<file path="src/rtl/hmi_pkg.sv">
// Shared display constants, RGB565 colours and the line renderer FSM encoding.
package hmi_pkg;

  localparam int unsigned H_ACTIVE = 640;
  localparam int unsigned V_ACTIVE = 480;
  localparam int unsigned V_TOTAL  = 520;

  localparam logic [9:0] LAST_X = 10'(H_ACTIVE - 1);

  localparam logic [15:0] RGB_BLACK  = 16'h0000;
  localparam logic [15:0] RGB_YELLOW = 16'hFFE0;
  localparam logic [15:0] RGB_GREY   = 16'h4208;

  typedef enum logic [1:0] {
    IDLE  = 2'd0,
    FILL  = 2'd1,
    DRAIN = 2'd2
  } line_state_t;

endpackage

</file>
<file path="src/rtl/wave_row_map.sv">
// Maps each sample to its screen row and remembers the row of the previous
// pixel so the top can draw a vertical segment between neighbouring samples.
module wave_row_map import hmi_pkg::*; #(
  parameter logic [9:0] TOP_ROW = 10'd30,
  parameter logic [9:0] ROW_OFS = 10'd112
) (
  input  logic       clk_sys,
  input  logic       rst_n,
  input  logic       smp_vld,
  input  logic       first,
  input  logic [7:0] smp_q,
  output logic [9:0] row,
  output logic [9:0] prev_row
);

  logic [9:0] prev_r;

  // Larger samples sit higher on screen; ~smp_q is 255 - smp_q, and the sum
  // never exceeds 397 so 10 bits hold it without wrap.
  always_comb begin
    row      = TOP_ROW + ROW_OFS + {2'b00, ~smp_q};
    prev_row = first ? row : prev_r;
  end

  // Register the row of every valid sample; it becomes the previous row of the next pixel.
  always_ff @(posedge clk_sys or negedge rst_n) begin
    if (!rst_n) begin
      prev_r <= '0;
    end else if (smp_vld) begin
      prev_r <= row;
    end
  end

endmodule

</file>
<file path="src/rtl/wave_line_gen.sv">
// Renders one 640-pixel waveform line into a line RAM per line_start request.
// Optional background grid is enabled by defining WAVE_GRID_EN.
//
// Handshake: line_start is a one-cycle request sampled with line_num. It is
// accepted when the block is idle or on the cycle done is high; otherwise it
// is dropped and overrun pulses combinationally in that same cycle. busy is
// high from the cycle after acceptance until the done cycle inclusive. Pixel
// x is written with ram_wen two cycles after smp_raddr = x is presented.
module wave_line_gen import hmi_pkg::*; #(
  parameter logic [9:0]  TOP_ROW   = 10'd30,
  parameter logic [9:0]  ROW_OFS   = 10'd112,
  parameter logic [15:0] TRACE_RGB = RGB_YELLOW,
  parameter logic [15:0] GRID_RGB  = RGB_GREY
) (
  input  logic        clk_sys,
  input  logic        rst_n,
  input  logic        line_start,
  input  logic [9:0]  line_num,
  output logic [9:0]  smp_raddr,
  input  logic [7:0]  smp_q,
  output logic [9:0]  ram_waddr,
  output logic [15:0] ram_wdata,
  output logic        ram_wen,
  output logic        busy,
  output logic        done,
  output logic        overrun
);

  line_state_t state, state_nxt;

  logic        line_active;
  logic        accept;
  logic        start_line;
  logic        smp_vld;
  logic        first_px;
  logic [9:0]  pix_x;
  logic [9:0]  line_r;
  logic [9:0]  row;
  logic [9:0]  prev_row;
  logic [9:0]  span_lo;
  logic [9:0]  span_hi;
  logic        trace_hit;
  logic [15:0] bg_rgb;
  logic [15:0] pix_rgb;

  // Request decode: active-line window check, acceptance and overrun.
  always_comb begin
    line_active = ({1'b0, line_num} >= {1'b0, TOP_ROW}) &&
                  ({1'b0, line_num} <  ({1'b0, TOP_ROW} + 11'(V_ACTIVE)));
    accept      = line_start && ((state == IDLE) || done);
    start_line  = accept && line_active;
    overrun     = line_start && !accept;
    busy        = (state != IDLE);
    first_px    = smp_vld && (pix_x == 10'd0);
  end

  // State register.
  always_ff @(posedge clk_sys or negedge rst_n) begin
    if (!rst_n) begin
      state <= IDLE;
    end else begin
      state <= state_nxt;
    end
  end

  // Next-state logic: FILL issues addresses, DRAIN waits for the pipeline to empty.
  always_comb begin
    state_nxt = state;
    unique case (state)
      IDLE:    if (start_line) state_nxt = FILL;
      FILL:    if (smp_raddr == LAST_X) state_nxt = DRAIN;
      DRAIN:   if (done) state_nxt = start_line ? FILL : IDLE;
      default: state_nxt = IDLE;
    endcase
  end

  // Address issue: address 0 is already on the bus while idle, so FILL starts at 1.
  always_ff @(posedge clk_sys or negedge rst_n) begin
    if (!rst_n) begin
      smp_raddr <= '0;
      pix_x     <= '0;
      smp_vld   <= 1'b0;
      line_r    <= '0;
    end else begin
      pix_x   <= smp_raddr;
      smp_vld <= start_line || (state == FILL);
      if (start_line) begin
        line_r    <= line_num;
        smp_raddr <= 10'd1;
      end else if (state == FILL) begin
        smp_raddr <= (smp_raddr == LAST_X) ? 10'd0 : smp_raddr + 10'd1;
      end
    end
  end

  wave_row_map #(
    .TOP_ROW (TOP_ROW),
    .ROW_OFS (ROW_OFS)
  ) u_row_map (
    .clk_sys  (clk_sys),
    .rst_n    (rst_n),
    .smp_vld  (smp_vld),
    .first    (first_px),
    .smp_q    (smp_q),
    .row      (row),
    .prev_row (prev_row)
  );

`ifdef WAVE_GRID_EN
  logic [9:0] line_rel;
  // Grid lines every 64 pixels horizontally and every 64 active lines vertically.
  always_comb begin
    line_rel = line_r - TOP_ROW;
    bg_rgb   = ((pix_x[5:0] == 6'd0) || (line_rel[5:0] == 6'd0)) ? GRID_RGB : RGB_BLACK;
  end
`else
  assign bg_rgb = RGB_BLACK;
`endif

  // Pixel colour: trace where the current line falls between the two neighbouring rows.
  always_comb begin
    span_lo   = (prev_row < row) ? prev_row : row;
    span_hi   = (prev_row < row) ? row : prev_row;
    trace_hit = (line_r >= span_lo) && (line_r <= span_hi);
    pix_rgb   = trace_hit ? TRACE_RGB : bg_rgb;
  end

  // Write port and end-of-line pulse; an inactive request completes immediately.
  always_ff @(posedge clk_sys or negedge rst_n) begin
    if (!rst_n) begin
      ram_wen   <= 1'b0;
      ram_waddr <= '0;
      ram_wdata <= '0;
      done      <= 1'b0;
    end else begin
      ram_wen   <= smp_vld;
      ram_waddr <= smp_vld ? pix_x : 10'd0;
      ram_wdata <= smp_vld ? pix_rgb : RGB_BLACK;
      done      <= (ram_wen && (ram_waddr == LAST_X)) || (accept && !line_active);
    end
  end

endmodule

</file>
<file path="config.mk">
export PLATFORM = sky130hd
export DESIGN_NAME = wave_line_gen
export DESIGN_NICKNAME = d
export VERILOG_FILES = /design/src/rtl/hmi_pkg.sv /design/src/rtl/wave_row_map.sv /design/src/rtl/wave_line_gen.sv
export SDC_FILE = /design/constraint.sdc
export NUM_CORES = 1
export LEC_CHECK = 0
export ABC_AREA = 1
export BUFFER_PORTS_ARGS = -buffer_cell sky130_fd_sc_hd__buf_2
export CAP_MARGIN = 40
export CORE_MARGIN = 5
export CORE_UTILIZATION = 36
export CTS_BUF_LIST = sky130_fd_sc_hd__clkbuf_8
export CTS_CLUSTER_SIZE = 24
export DETAILED_ROUTE_END_ITERATION = 16
export PLACE_DENSITY = 0.54
export SYNTH_ARGS = -nofsm -noshare
export SYNTH_HDL_FRONTEND = slang
export SYNTH_SLANG_ARGS = --single-unit
</file>
<file path="constraint.sdc">
create_clock -name clk_sys -period 3.8 [get_ports clk_sys]
set_clock_uncertainty 0.1 [all_clocks]
set_input_delay 0.57 -clock clk_sys [delete_from_list [all_inputs] [get_ports clk_sys]]
set_output_delay 0.57 -clock clk_sys [all_outputs]
set_load 0.005 [all_outputs]
</file>
## After elaboration in Yosys (flattened, before gate mapping)

Cells that the tools add are included.

| operators by class | value |
|---|---|
| add/sub/neg operators | 2 |
| magnitude comparators | 5 |
| equality and inequality tests | 7 |
| multiplexer cells | 14 |
| bitwise gates (word level) | 1 |
| reductions and logical operators | 18 |

Operators with widths:

| operator | count |
|---|---|
| 10-bit 2-to-1 mux | 7 |
| 16-bit 2-to-1 mux | 2 |
| 10-bit equality test (second input constant) | 2 |
| 10-bit by 1-bit adder with 10-bit output (second input constant) | 1 |
| 10-bit greater-or-equal comparator | 1 |
| 10-bit by 5-bit greater-or-equal comparator with 1-bit output (second input constant) | 1 |
| 10-bit <= comparator | 1 |
| 10-bit logical NOT | 1 |
| 10-bit < comparator | 1 |
| 10-bit by 9-bit < comparator with 1-bit output (second input constant) | 1 |
| 8-bit by 8-bit adder with 9-bit output (first input constant) | 1 |
| 1-bit logical AND | 8 |
| 8-bit inverter | 1 |
| 2-bit 2-to-1 mux | 3 |
| 2-bit != test (second input constant) | 3 |
| 2-bit case mux with 3 select lines | 1 |
| 2-bit nonzero test | 2 |
| 1-bit logical OR | 3 |
| 3-bit AND reduction | 1 |
| 2-bit by 1-bit equality test with 1-bit output (second input constant) | 1 |
| 2-bit equality test (second input constant) | 1 |
| 1-bit logical NOT | 2 |
| 2-bit logical NOT | 1 |
| 1-bit 2-to-1 mux | 1 |

| word-level totals | value |
|---|---|
| flip-flop bits (word level) | 71 |
| word-level logic and storage cells | 57 |

## Logic depth before layout (Yosys ltp)

Gate-level depths: netlist of the first run.

| depth | value |
|---|---|
| word-level depth | 9 |
| gate-level depth with buffers | 27 |
| depth with buffers taken out | 27 |

## Cells and area by module

Synthesis of the first run repeated with hierarchy kept, for this count alone.

| unflattened totals | value |
|---|---|
| cells, all modules | 517 |
| area total of the unflattened synthesis | 3746.1 um^2 |

Modules (own cells, without submodules):

| module | instances | cells an instance | area each (um^2) | sequential area each (um^2) |
|---|---|---|---|---|
| wave_line_gen | 1 | 430 | 3139.3 | 1151.1 |
| wave_row_map | 1 | 87 | 606.8 | 225.2 |

## Worst setup path after synthesis of the first run

Ideal clock, no wire load.

| path | value |
|---|---|
| path type | input to register |
| start | in smp_q[1] |
| end | reg ram_wdata[14] |
| setup time | 130 ps |
| arrival time | 3249 ps |
| setup slack | 321 ps |
| stages on the path | 23 |
| path buffers | 1 |
| cells stage by stage | ha_1 -> nand2_1 -> nand3_1 -> xnor2_1 -> o21ai_1 -> inv_1 -> ha_1 -> nand2_1 -> inv_1 -> o21ai_1 -> nand2_1 -> nor2_4 -> nand2_8 -> buf_8 -> nand2_1 -> nand2_1 -> ha_1 -> a21oi_1 -> nor2_1 -> nor3_1 -> o2111ai_1 -> nand2_1 -> nor2_1 |

| on the way | value |
|---|---|
| word-level cells in the longest chain between the ends | 9 |

Ends and longest elaborated chain:

| what | line | text |
|---|---|---|
| start, declared | wave_line_gen.sv:20 | `input logic [7:0] smp_q,` |
| 8-bit inverter (*) | wave_row_map.sv:21 | `row = TOP_ROW + ROW_OFS + {2'b00, ~smp_q};` |
| 8-bit by 8-bit adder with 9-bit output (*) | wave_row_map.sv:21 |  |
| 10-bit 2-to-1 mux | wave_row_map.sv:22 | `prev_row = first ? row : prev_r;` |
| 10-bit < comparator | wave_line_gen.sv:122, wave_line_gen.sv:123 |  |
| 10-bit 2-to-1 mux (on tied branches) | wave_line_gen.sv:122, wave_line_gen.sv:123 |  |
| 10-bit greater-or-equal comparator or 10-bit <= comparator (tied branches) | wave_line_gen.sv:124 | `trace_hit = (line_r >= span_lo) && (line_r <= span_hi);` |
| 1-bit logical AND (*) | wave_line_gen.sv:124 |  |
| 16-bit 2-to-1 mux (*) | wave_line_gen.sv:125 | `pix_rgb = trace_hit ? TRACE_RGB : bg_rgb;` |
| 16-bit 2-to-1 mux (*) | wave_line_gen.sv:138 | `ram_wdata <= smp_vld ? pix_rgb : RGB_BLACK;` |
| end signal, assigned | wave_line_gen.sv:138 |  |
| end, declared | wave_line_gen.sv:22 | `output logic [15:0] ram_wdata,` |

Every way passes the cells marked *; elsewhere a longest branch is shown, timed or not.
A chain may end at the register's enable or synchronous reset.

## Worst setup path after layout of the first run

| path | value |
|---|---|
| start | reg pix_x[0] |
| end | reg ram_wdata[14] |

| on the way | value |
|---|---|
| word-level cells in the longest chain between the ends | 9 |

Ends and longest elaborated chain:

| what | line | text |
|---|---|---|
| start, declared | wave_line_gen.sv:36 | `logic [9:0] pix_x;` |
| start signal, assigned | wave_line_gen.sv:85 | `pix_x <= smp_raddr;` |
| 10-bit logical NOT (*) | wave_line_gen.sv:54 | `first_px = smp_vld && (pix_x == 10'd0);` |
| 1-bit logical AND (*) | wave_line_gen.sv:54 |  |
| 10-bit 2-to-1 mux (*) | wave_row_map.sv:22 |  |
| 10-bit < comparator | wave_line_gen.sv:122, wave_line_gen.sv:123 |  |
| 10-bit 2-to-1 mux (on tied branches) | wave_line_gen.sv:122, wave_line_gen.sv:123 |  |
| 10-bit greater-or-equal comparator or 10-bit <= comparator (tied branches) | wave_line_gen.sv:124 |  |
| 1-bit logical AND (*) | wave_line_gen.sv:124 |  |
| 16-bit 2-to-1 mux (*) | wave_line_gen.sv:125 |  |
| 16-bit 2-to-1 mux (*) | wave_line_gen.sv:138 |  |

Marks and branches as above.

==> results of run 1 <==
[worst reg2reg max path, stage by stage (launching register included)]
cell       delay [ns]
dfrtp_1          0.38
inv_1            0.05
nand2_1          0.10
nor2_4           0.05
nand3_4          0.14
clkinv_2         0.12
or2_1            0.22
nand2_1          0.12
inv_1            0.06
ha_1             0.31
a21oi_1          0.18
a21oi_2          0.10
nor2_4           0.13
buf_12           0.14
buf_4            0.12
nand3_1          0.07
nand2_1          0.16
ha_4             0.23
a21oi_2          0.14
nor2_1           0.06
nor3_1           0.17
o2111ai_1        0.16
nand2_1          0.09
nor2_1           0.04
[what timing repair did]
action / in CTS / in global routing
hold buffers: 0 / 0
resized for setup: 0 / 16
endpoints found under the setup margin: 0 / 1
buffers inserted: 0 / 9
[stage by stage]
stage / cells / instance area (µm²) / TNS, ns / worst slack (ns)
final: 676 / 4230 / 0 / 0.272
after global routing: 676 / 4230 / -0.00517 / -0.00517
after CTS: 665 / 4070 / 0 / 0.0817
after detailed placement: 657 / 3970 / -0.0726 / -0.0726
after global placement: 657 / 3970 / 0 / 0.0427
after floorplan: 482 / 3590 / 0 / 0.321
[routing by layer]
layer  routed length [µm]  up-vias  track usage, %
li1                     -     1614               -
met2                 3900       53            23.7
met4                  110        0            3.74
met5                    0        -               0
met3                  243       10            2.00
met1                 4330     1434            20.6
[cells by family after synthesis]
| family | after synthesis | synth area share (%) |
|---|---|---|
| AOI/OAI and AO/OA | 38 | 5.95 |
| adders and majority gates | 28 | 9.80 |
| buffers and inverters | 102 | 12.9 |
| xor gates and xnor gates | 8 | 1.96 |
| other | 1 | 0.105 |
| DFF | 55 | 38.5 |
| and+or+nand+nor | 246 | 30.8 |
[path summary, 6_finish.rpt]
check	slack [ns]	endpoint	cells past startpoint	startpoint
worst max register to register	0.27	ram_wdata[14]$_DFF_PN0_	23	pix_x[0]$_DFF_PN0_
max in group asynchronous	2.74	u_row_map.prev_r[2]$_DFFE_PN0P_	2	rst_n
worst min register to register	0.37	ram_waddr[2]$_DFF_PN0_	2	pix_x[2]$_DFF_PN0_
worst max-delay path	0.27	ram_wdata[14]$_DFF_PN0_	23	pix_x[0]$_DFF_PN0_
min in group clk_sys	0.35	line_r[0]$_DFFE_PN0P_	3	line_num[0]
worst min-delay path	0.21	pix_x[3]$_DFF_PN0_	1	rst_n
[layout make-up]
type | count | area [µm²]
sequential | 55 | 1380
tap | 133 | 166
multi-input combinational | 326 | 1830
timing repair buffer | 77 | 465
clock buffer | 6 | 82.6
fill | 1035 | 5500
clock inverter | 2 | 18.8
inverter | 76 | 290
timing repair inverter | 1 | 5.00
[power groups by stage]
stage               sequential (W)  combinational [W]  clock [W]
floorplan                 0.000837           0.000440          0
global placement          0.000868           0.000625          0
detailed placement        0.000871           0.000637          0
CTS                       0.000858           0.000641   0.000373
global route              0.000881           0.000797   0.000395
finish                    0.000856           0.000686   0.000355
[synthesized netlist by cell type]
| master | number |
|---|---|
| a211oi_2 | 1 |
| a21oi_1 | 8 |
| buf_2 | 5 |
| buf_4 | 16 |
| buf_8 | 1 |
| clkbuf_1 | 4 |
| conb_1 | 1 |
| dfrtp_1 | 55 |
| ha_1 | 28 |
| inv_1 | 74 |
| inv_2 | 2 |
| nand2_1 | 144 |
| nand2_2 | 2 |
| nand2_4 | 2 |
| nand2_8 | 1 |
| nand3_1 | 45 |
| nand3_2 | 3 |
| nand3b_1 | 2 |
| nand4_1 | 9 |
| nor2_1 | 25 |
| nor2_2 | 1 |
| nor2_4 | 2 |
| nor3_1 | 5 |
| o2111ai_1 | 1 |
| o211ai_1 | 3 |
| o21ai_0 | 15 |
| o21ai_1 | 9 |
| o32ai_1 | 1 |
| or2_1 | 4 |
| or2_2 | 1 |
| xnor2_1 | 1 |
| xor2_1 | 7 |
[state kept, by name, indices dropped and copies added, names as in the netlist]
register          cells
line_r               10
ram_wen               1
state                 2
done                  1
ram_wdata             1
smp_raddr            10
pix_x                10
ram_waddr            10
smp_vld               1
u_row_map.prev_r      9
==> impl.org, run 1 <==
** Power
- Leakage :: 2.41 nW
- P per Cell Area :: 448 nW/µm²
- Summing internal, switching and leakage power gives 0.00190 W.
- VDD sags by at most 172 µV.
- Switching power total :: 0.000715 W
- Combinational logic burns 36.2% of the power.
- Sequential cells burn 45.1% of the power.
- Part of the power in the clock network :: 18.7%
- P_int :: 0.00118 W
- Net switching is 37.7% of the power.

** Cells and area
- Area delta synth->final :: 18.4%
- The number of antenna diodes in the final layout is 0.
- Final core utilization :: 43.5%
- Most used cells in the layout excluding fill and tap cells :: 143 x nand2_1, 74 x inv_1, 55 x dfrtp_1, 55 x buf_2, 43 x nand3_1
- Most common cell after layout, fill and taps aside :: nand2_1
- In the final layout, the share of cells above drive strength 1 is 20.8%.
- For this run, the post-layout net count is 591.

** CTS
- In this run, CTS created clock tree buffers numbering 5.
- Clock slew seen by the registers of the worst setup and hold paths :: 0.11 ns
- The tree is rooted in a clkbuf_8.
- Total number of H-tree levels :: 2
- TritonCTS built the clock tree.
- The clock drives 55 sinks.
- At the later pin of the worst-skew pair, clock insertion delay measures 0.31 ns.
- Clock Tree Buf Depth :: 2

** Critical path
- Worst path top cell family by delay :: simple AND/OR/NAND/NOR gates
- The worst setup path is captured at a flop.
- The number of buffers and inverters on the critical path is 5.
- Cell mode on critical path :: nand2_1
- At the worst endpoint, the required time is 3.90 ns.
- Startpoint-to-endpoint class of the critical path :: reg -> reg
- Standard cell with the maximum stage delay on the critical path :: dfrtp_1
- Walking the worst path, the cells encountered are inv_1 > nand2_1 > nor2_4 > nand3_4 > clkinv_2 > or2_1 > nand2_1 > inv_1 > ha_1 > a21oi_1 > a21oi_2 > nor2_4 > buf_12 > buf_4 > nand3_1 > nand2_1 > ha_4 > a21oi_2 > nor2_1 > nor3_1 > o2111ai_1 > nand2_1 > nor2_1.
- On the worst path, the slowest cell contributes a delay of 0.38 ns.
- CP Data Arrival Time :: 3.63 ns
- Critical path launch point type :: flop
- In this run the worst path has a maximum fanout of 6.

** Outcome
- The run finished with clean final reports.

** Timing
- Post-route fraction of the period consumed by the critical path :: 92.9%
- The worst path needs 3.53 ns of the cycle, external delays included.
- Maximum operating frequency :: 283 MHz
- The tightest hold path in the finished design has a slack of 0.209 ns.
- Total count of max-transition violations in the final report :: 0
- The final hold violation count was 0.
- For the pin with the worst max-slew slack, the measured transition is 0.720 ns.
- Final setup fails :: 0
- Max-slew headroom at the worst pin :: 52.0%

** Yosys
- The Yosys step of the flow raised 0 warnings.
- Summing every instance area after synthesis gives 3570 µm².
- In this run the mean area of a mapped cell was 7.48 µm².
- Total of flip-flops plus latches after synthesis :: 55
- Library cell with the largest summed area after synthesis :: dfrtp_1
- The netlist uses 32 different library cells.
- Number of instances in the synthesized netlist :: 478
- By area the synthesized netlist is led by dfrtp_1 39%, nand2_1 15%, ha_1 9.8%, inv_1 7.8%, nand3_1 6.3%.
- Top cell type's share of synthesized area :: 38.5%
- Sequential elements use 38.5% of the synthesized area.

** Routing
- Antenna viol nets, final :: 0
- In the routed design, unresolved DRC markers number 0.
- After detailed routing, the total wire length is 8.59 mm.
- For this run, the detailed router's first-pass iteration total came to 4.
- Number of vias after detailed routing :: 3111
- First-iteration detailed-routing DRC count :: 126
- Using the TritonRoute via totals, the vias-per-cell ratio works out to 4.60.
- Average wire per standard cell :: 12.7 µm

** GRT
- The via count of the first global-routing pass came to 2953.
- In the global route stage, overall resource usage came out at 14.7%.
- Pin count of the biggest net entering global routing :: 33
- Global-route wire length before repair :: 13.9 mm
- After global routing the overflow that remains totals 0.
- The number of antenna violations at the first check in global routing came to 0.

** Floorplanning
- The die is 110 µm tall.
- Die extent in x :: 110 µm
- The region available for standard cell placement spans 9730 µm².
- Once the floorplan was initialized, standard cells occupied 36.7% of the core.
- Placement row count :: 36
- IO Count :: 61
- The floorplan step defined a die boundary enclosing 12000 µm².

** Placement
- After legalization and detailed placement, the total HPWL measured 6.58 mm.
- Buffers placed on the I/O ports in this run total 55.
- The congestion estimate from routability-driven global placement came to 0.822.

** Min path
- Type of the most critical hold path :: in -> async

** Run
- Maximum Capacitance Violations :: 0
No activity file was read; power rests on OpenSTA's default activity.
==> run 2, diff against run 1 <==
Settings changed: SYNTH_HIERARCHICAL from default to 1.
==> impl.org, run 2 <==
** Outcome
- Status :: complete, no violations

** Floorplanning
- The width of the die is 112 µm (+2.2%).
- The effective utilization at floorplan was 36.6% (-0.13 points).
- The height of the chip is 112 µm (+2.2%).
- Placeable core area :: 10200 µm² (+5.2%)
- The number of placement rows is 37 (+2.8%).
- Die area :: 12500 µm² (+4.4%)
- IO Count :: 61 (unchanged)

** Cells and area
- The layout cell share with drive strength beyond 1 is 15.7% (-5.1 points).
- Area delta synth->final :: 10.7%
- In the layout the commonest cells are 182 x nand2_1, 72 x inv_1, 55 x dfrtp_1, 55 x buf_2, 31 x ha_1.
- Multi-input combinational cell area :: 1890 µm² (+3.2%)
- Antenna diode count :: 0 (unchanged)
- Leaving out fill and tap cells, the most frequent cell in the layout is nand2_1.
- The final cell count without fillers came to 695 (+2.8%).
- Number of nets at the end of the flow :: 610 (+3.2%)
- The footprint of the flip-flops and latches came to 1380 µm² (unchanged).
- The total of fill cells in the finished design was 1072 (+3.6%).

** GRT
- The number of antenna violations at the first check in global routing was 0 (unchanged).
- Global-route wire length before repair :: 15.0 mm (+7.8%)
- Total global routing overflow :: 0 (unchanged)
- Vias in the first global route :: 3167 (+7.2%)
- Pin count of the biggest net entering global routing :: 36 (+9.1%)
- The aggregate global-route resource usage was 14.4% (-0.27 points).

** Power
- The maximum vdd drop was 200 µV (+16%).
- P per Cell Area :: 438 nW/µm² (-2.3%)
- Switching power total :: 0.000695 W (-2.7%)
- Part of the total power dissipated in sequential elements :: 47.4% (+2.3 points)
- The switching power as a share of total power came to 38.3% (+0.61 points).
- P_int :: 0.00112 W (-5.2%)
- Leakage :: 2.40 nW (-0.38%)
- The combinational cell fraction of total power was 33.0% (-3.2 points).
- The post-route total power was 0.00182 W (-4.3%).
- The clock share of power is 19.5% (+0.8 points).

** Critical path
- Critical path launch point type :: flop
- The arrival time of data at the critical path endpoint is 3.51 ns (-0.12 ns).
- Register-to-register path setup slack :: 0.41 ns (+0.13 ns)
- Startpoint-to-endpoint class of the critical path :: reg -> reg
- The cell count of the worst reg-to-reg path came to 21 (-8.7%).
- The endpoint required time on the critical path is 3.92 ns (+0.02 ns).
- The maximum net fanout on the critical path came to 20 (+14).
- The worst setup path is captured at a flop.

** Min path
- The tightest min-delay check is of the in -> async type.

** CTS
- TritonCTS built the clock tree.
- CTS placed an instance of clkbuf_8 at the clock tree root.
- Total number of H-tree levels :: 2 (unchanged)
- The count of clock tree sinks came to 55 (unchanged).
- The buffer count from post-CTS setup fixing is 0 (unchanged).
- The maximum buffer depth of the clock tree was 2 (unchanged).
- Clock slew seen by the registers of the worst setup and hold paths :: 0.12 ns (about the same)
- CTS buffer count :: 5 (unchanged)
- The clock insertion delay at the later pin of the skew report is 0.32 ns (about the same).

** Run
- Maximum Capacitance Violations :: 0 (unchanged)

** Yosys
- Number of instances in the synthesized netlist :: 517 (+8.2%)
- The number of enable flip-flop cells after synthesis is 0 (unchanged).
- Among all cell types in the netlist, the one instantiated most often is nand2_1.
- The post-synthesis register bit count is 55 (unchanged).
- Count of distinct cell types in the synthesized netlist :: 34 (+6.3%)
- Synthesized area per cell :: 7.25 µm² (-3.1%)
- The synthesized design spends more area on one cell type than any other, namely dfrtp_1.
- Sorting the synthesized cells by how often they occur yields 182 x nand2_1, 72 x inv_1, 55 x dfrtp_1.
- The combined area of all synthesized cells came to 3750 µm² (+4.8%).
- For this run, the leading register cell type out of synthesis is dfrtp_1.
- Count of warnings emitted by yosys :: 6 (+6)
- Fraction of registers with async set or reset after synthesis :: 100% (unchanged)
- By area the synthesized netlist is led by dfrtp_1 37%, nand2_1 18%, ha_1 10%, inv_1 7.2%, nand4_1 4.5%.
- The fraction of post-synthesis cell area in the top cell type by area is 36.7% (-1.8 points).
- The share of the yosys chip area belonging to registers was 36.7% (-1.8 points).

** Routing
- Detailed-routing iteration count for the pre-antenna-repair pass :: 4 (unchanged)
- The DRC violation count after routing is 0 (unchanged).
- DRT Wirelength :: 8.63 mm (+0.47%)
- First-iteration detailed-routing DRC count :: 159 (+26%)
- Number of vias after detailed routing :: 3237 (+4.1%)
- The final antenna-violating net count was 0 (unchanged).
- Post-detailed-route via-to-cell ratio :: 4.66 (+1.2%)
- The final routed wire length divided by cell count came to 12.4 µm (-2.3%).

** Timing
- The count of final max-slew check failures was 0 (unchanged).
- Max-slew headroom at the worst pin :: 45.5% (-6.5 points)
- Setup total negative slack :: 0 ns (unchanged)
- Final Hold Vio Count :: 0 (unchanged)
- Final setup fails :: 0 (unchanged)
- The upper clock frequency limit came to 295 MHz (+4.0%).
- Hold Worst Slack :: 0.229 ns (+0.0194 ns)
- The final worst-path cycle share came to 89.3% (-3.5 points).
- Transition time at the pin with the least slew margin :: 0.818 ns (+0.0976 ns)
- Unrepaired setup endpoints after global routing :: no
- The shortest clock period the worst path allows after layout came to 3.39 ns (-0.134 ns).

** Placement
- Placed cells :: 687 (+4.6%)
- Weighted congestion at the end of routability-driven global placement :: 0.853 (+3.7%)
- Number of buffers inserted by port buffering :: 55 (unchanged)
- The placed wire-length estimate after detailed placement is 6.89 mm (+4.8%).
[run 2: cell types whose count changed after synthesis, sizes merged, moves of 3 or more]
cell,delta
buf,+5
ha,+3
nand2,+37
nand3,-18
nand4,+19
o211ai,-3
o21ai,-8
or2,-5
[run 2: cell type report]
type	instances	area share, %
sequential	55	33.2
multi-input combinational	357	45.5
timing repair buffer	62	7.91
tap	136	4.10
clock buffer	5	1.66
inverter	77	6.97
clock inverter	3	0.664
[run 2: path summary, 6_finish.rpt]
check,from,to
worst max-delay path,pix_x[8]$_DFF_PN0_,ram_wdata[14]$_DFF_PN0_
worst min-delay path,rst_n,u_row_map/prev_r[6]$_DFFE_PN0P_
worst max register to register,pix_x[8]$_DFF_PN0_,ram_wdata[14]$_DFF_PN0_
worst min register to register,pix_x[3]$_DFF_PN0_,ram_waddr[3]$_DFF_PN0_
max in group asynchronous,rst_n,line_r[7]$_DFFE_PN0P_
min in group clk_sys,line_num[0],line_r[0]$_DFFE_PN0P_
[run 2: per-layer routing]
metal  global-route usage [%]  wire, µm  up-vias
met3                     2.91       307       11
met2                     26.2      4320       49
met1                     17.6      3890     1493
met4                     3.13       105        0
met5                        0         0        -
li1                         -         -     1684
[run 2: power groups by stage]
stage,clock network [W],logic [W],registers [W]
3_3_place_gp,0,0.000598,0.000875
4_1_cts,0.000368,0.000611,0.000864
5_1_grt,0.000397,0.000710,0.000888
6_report,0.000355,0.000600,0.000861
2_1_floorplan,0,0.000420,0.000847
3_5_place_dp,0,0.000608,0.000875
[run 2: cells by family after synthesis]
| kind of cell | synth area share, % |
|---|---|
| flip-flops | 36.7 |
| other | 0.200 |
| AND/OR/NAND/NOR | 33.4 |
| buffers and inverters | 13.4 |
| adder cells (fa/ha/maj) | 10.4 |
| AO/OA/AOI/OAI | 4.01 |
| XOR/XNOR | 1.84 |
[run 2: worst max-delay path: stages (launching register included)]
cell and delay [ns]:
dfrtp_1 0.40, nor4_1 0.31, and3_2 0.28, buf_4 0.16, nand2_1 0.05, o21ai_0 0.16
ha_1 0.31, o21ai_1 0.07, nand2_1 0.07, nand3_1 0.08, nand3_1 0.08, buf_4 0.20
nand2_1 0.08, nand2_1 0.07, ha_1 0.29, nand2_1 0.07, nor2_1 0.19, nand3_1 0.10
nand3_1 0.09, nand2_1 0.05, nand2_1 0.05, nor2_1 0.04
[run 2: repair_timing]
item	in CTS	in global routing
endpoints found under the setup margin	0	1
resized for setup	0	1
hold buffers	0	0
endpoints found under the hold margin	0	0
[run 2: per-stage QoR]
step	util, %	setup WS (ns)	area [µm²]
final	40.5	0.406	4150
after global routing	40.5	0.00565	4150
after CTS	40.5	0.339	4150
after detailed placement	39.6	0.286	4050
after global placement	39.6	0.287	4050
after floorplan	-	0.724	3760
==> run 3, diff against run 2 <==
Settings changed: CELL_PAD_IN_SITES_DETAIL_PLACEMENT from default to 1, CELL_PAD_IN_SITES_GLOBAL_PLACEMENT from default to 1, PLACE_DENSITY 0.54 to 0.71.
==> impl.org, run 3 (synthesis results as in run 2) <==
** Outcome
- The flow ran to the end, and the final reports show no timing, DRC or antenna violations.

** Timing
- The final worst-path cycle share came to 89.6% (+0.30 points).
- Total count of max-transition violations in the final report :: 0 (unchanged)
- The final hold violation count is 0 (unchanged).
- The worst slew slack as a fraction of its limit was 47.9% (+2.4 points).
- The upper clock frequency limit was 294 MHz (-0.34%).
- Setup total negative slack :: 0 ns (unchanged)
- The transition at the pin with the smallest max-transition slack came to 0.782 ns (-0.0360 ns).
- Unrepaired setup endpoints after global routing :: no
- The final setup violation count is 0 (unchanged).
- The shortest clock period the worst path allows after layout is 3.41 ns (+0.0115 ns).

** Power
- The maximum vdd drop is 232 µV (+16%).
- The static leakage is 2.41 nW (+0.18%).
- The power density relative to cell area came to 443 nW/µm² (+1.1%).

** Critical path
- In this design, the critical path's most frequently occurring cell is nand2_1.
- The setup slack of the most critical reg-to-reg path is 0.39 ns (about the same).
- The maximum net fanout on the critical path came to 20 (unchanged).
- CP Data Arrival Time :: 3.52 ns (about the same)
- Critical path launch point type :: flop
- The endpoint required time on the critical path came to 3.91 ns (about the same).
- CP Capture Type :: flop
- Critical Path Source :: pix_x[5]$_DFF_PN0_
- In this run the worst setup path terminates at ram_wdata[14]$_DFF_PN0_.
- The signal on the critical path passes through nor4_1 > and3_4 > inv_2 > nand2_1 > nand2_1 > ha_1 > a21oi_1 > o21ai_0 > nand2_1 > nand3_1 > buf_6 > nand2_1 > nand2_1 > ha_1 > nand2_1 > nor2_1 > nand3_1 > nand3_1 > nand2_1 > nand2_1 > nor2_1.
- Worst Reg-to-Reg Cells :: 21 (unchanged)
- Among all stages on the critical path, the largest delay is contributed by dfrtp_1.
- The critical path in this run is classified as reg -> reg.
- In this run the critical register-to-register path is launched from pix_x[5]$_DFF_PN0_.
- The biggest cell delay along the critical path was 0.39 ns (about the same).
- In this run the critical register-to-register path is captured at ram_wdata[14]$_DFF_PN0_.

** CTS
- The hold buffer count at CTS is 0 (unchanged).
- The total number of H-tree levels is 2 (unchanged).
- The clock insertion delay at the later pin of the skew report is 0.32 ns (about the same).
- The clock transition at the registers of the reported paths came to 0.11 ns (about the same).
- Clock tree from TritonCTS :: done
- The count of clock tree sinks came to 55 (unchanged).
- Clock Tree Buf Depth :: 2 (unchanged)
- CTS buffer count :: 5 (unchanged)
- The tree is rooted in a clkbuf_8.

** Routing
- The number of detailed-routing iterations run before antenna repair was 4 (unchanged).
- Antenna viol nets, final :: 0 (unchanged)
- The final routed wire length divided by cell count came to 13.9 µm (+12%).
- Post-route DRC :: 0 (unchanged)
- The total vias in the final route is 3320 (+2.6%).
- The average vias per placed instance came to 4.77 (+2.4%).
- First-iteration detailed-routing DRC count :: 58 (-64%)
- DRT Wirelength :: 9.65 mm (+12%)

** Cells and area
- Final cell count without fillers :: 696 (+0.14%)
- Most used cells in the layout excluding fill and tap cells :: 182 x nand2_1, 72 x inv_1, 55 x dfrtp_1, 55 x buf_2, 31 x ha_1
- The area growth from synthesis to layout is 11.1%.
- The library cell used most frequently in the layout, excluding fill and tap cells, is nand2_1.
- Antenna diode count :: 0 (unchanged)
- The layout cell share with drive strength beyond 1 came to 15.9% (+0.15 points).
- The count of nets after finishing came to 611 (+0.16%).

** GRT
- The aggregate global-route resource usage was 16.3% (+1.9 points).
- Global-route wire length before repair :: 17.2 mm (+15%)
- The maximum number of pins on one net before global-route repair came to 34 (-5.6%).
- The number of antenna violations at the first check in global routing was 0 (unchanged).
- The overflow left after global routing came to 0 (unchanged).
- Vias in the first global route :: 3627 (+15%)

** Floorplanning
- Effective utilization at floorplan :: 36.6% (unchanged)
- Placeable core area :: 10200 µm² (unchanged)
- Die Y-Extent :: 112 µm (unchanged)
- The width of the die came to 112 µm (unchanged).
- The die area is 12500 µm² (unchanged).
- The number of placement rows came to 37 (unchanged).
- IO Count :: 61 (unchanged)

** Run
- The reported max-cap violation count is 0 (unchanged).

** Placement
- The total of buffers placed on input and output ports is 55 (unchanged).
- The number of placed cells counting well taps came to 688 (+0.15%).
- Post-DP HPWL :: 7.88 mm (+14%)
- The routability congestion estimate came to 0.834 (-2.1%).

** Min path
- Type of the most critical hold path :: in -> async
[run 3: cell types whose count changed in the layout (fill, tap and decap cells not counted), sizes merged]
cell and delta:
buf +1, clkinv -1, inv +1
[run 3: per-stage QoR]
stage | power [W] | setup WS, ns | utilization, % | instance area (µm²) | hold slack [ns]
CTS | 0.00188 | 0.257 | 40.6 | 4150 | 0.227
global placement | 0.00148 | 0.271 | 39.6 | 4060 | 0.355
floorplan | 0.00127 | 0.724 | - | 3760 | 0.174
detailed placement | 0.00152 | 0.136 | 39.6 | 4060 | 0.363
global route | 0.00202 | 0.0314 | 40.7 | 4160 | 0.261
finish | 0.00184 | 0.394 | 40.7 | 4160 | 0.217
[run 3: timing repair]
item / CTS / global route
resized for setup: 0 / 3
setup endpoints to repair: 0 / 1
setup buffers: 0 / 0
[run 3: final cells by class]
| cell class | count | area, µm² |
|---|---|---|
| Clock buffer | 5 | 68.8 |
| Fill cell | 1311 | 6070 |
| Multi-Input combinational cell | 357 | 1890 |
| Inverter | 77 | 289 |
| Timing Repair Buffer | 63 | 339 |
| Tap cell | 136 | 170 |
| Sequential cell | 55 | 1380 |
| Clock inverter | 3 | 27.5 |
[run 3: power breakdown]
group / leakage, nW / total, W / switching [W] / internal [W]
Sequential: 0.670 / 0.000867 / 0.000144 / 0.000723
Clock: 0.0467 / 0.000354 / 0.000216 / 0.000137
Combinational: 1.69 / 0.000622 / 0.000356 / 0.000266
[run 3: how the worst min path moves through the flow]
stage | startpoint | endpoint | cells past startpoint
6_report | rst_n | u_row_map/prev_r[7]$_DFFE_PN0P_ | 1
5_1_grt | rst_n | ram_waddr[5]$_DFF_PN0_ | 1
4_1_cts | rst_n | u_row_map/prev_r[8]$_DFFE_PN0P_ | 1
3_5_place_dp | pix_x[8]$_DFF_PN0_ | ram_waddr[8]$_DFF_PN0_ | 2
3_3_place_gp | smp_raddr[3]$_DFFE_PN0P_ | pix_x[3]$_DFF_PN0_ | 0
2_1_floorplan | rst_n | done$_DFF_PN0_ | 0
[run 3: routing by layer]
layer / global-route usage, % / wire length [µm]
met1: 19.6 / 4180
met2: 31.4 / 5220
met3: 1.73 / 155
met4: 3.21 / 91
met5: 0 / 0
[run 3: worst max-delay path: cells and delay by family, from the launching register on]
family | cells | cell delay [ns]
adder cells (fa/ha/maj) | 2 | 0.59
AND/OR/NAND/NOR | 15 | 1.71
AO/OA/AOI/OAI | 2 | 0.23
buffers and inverters | 2 | 0.26
flip-flops | 1 | 0.39
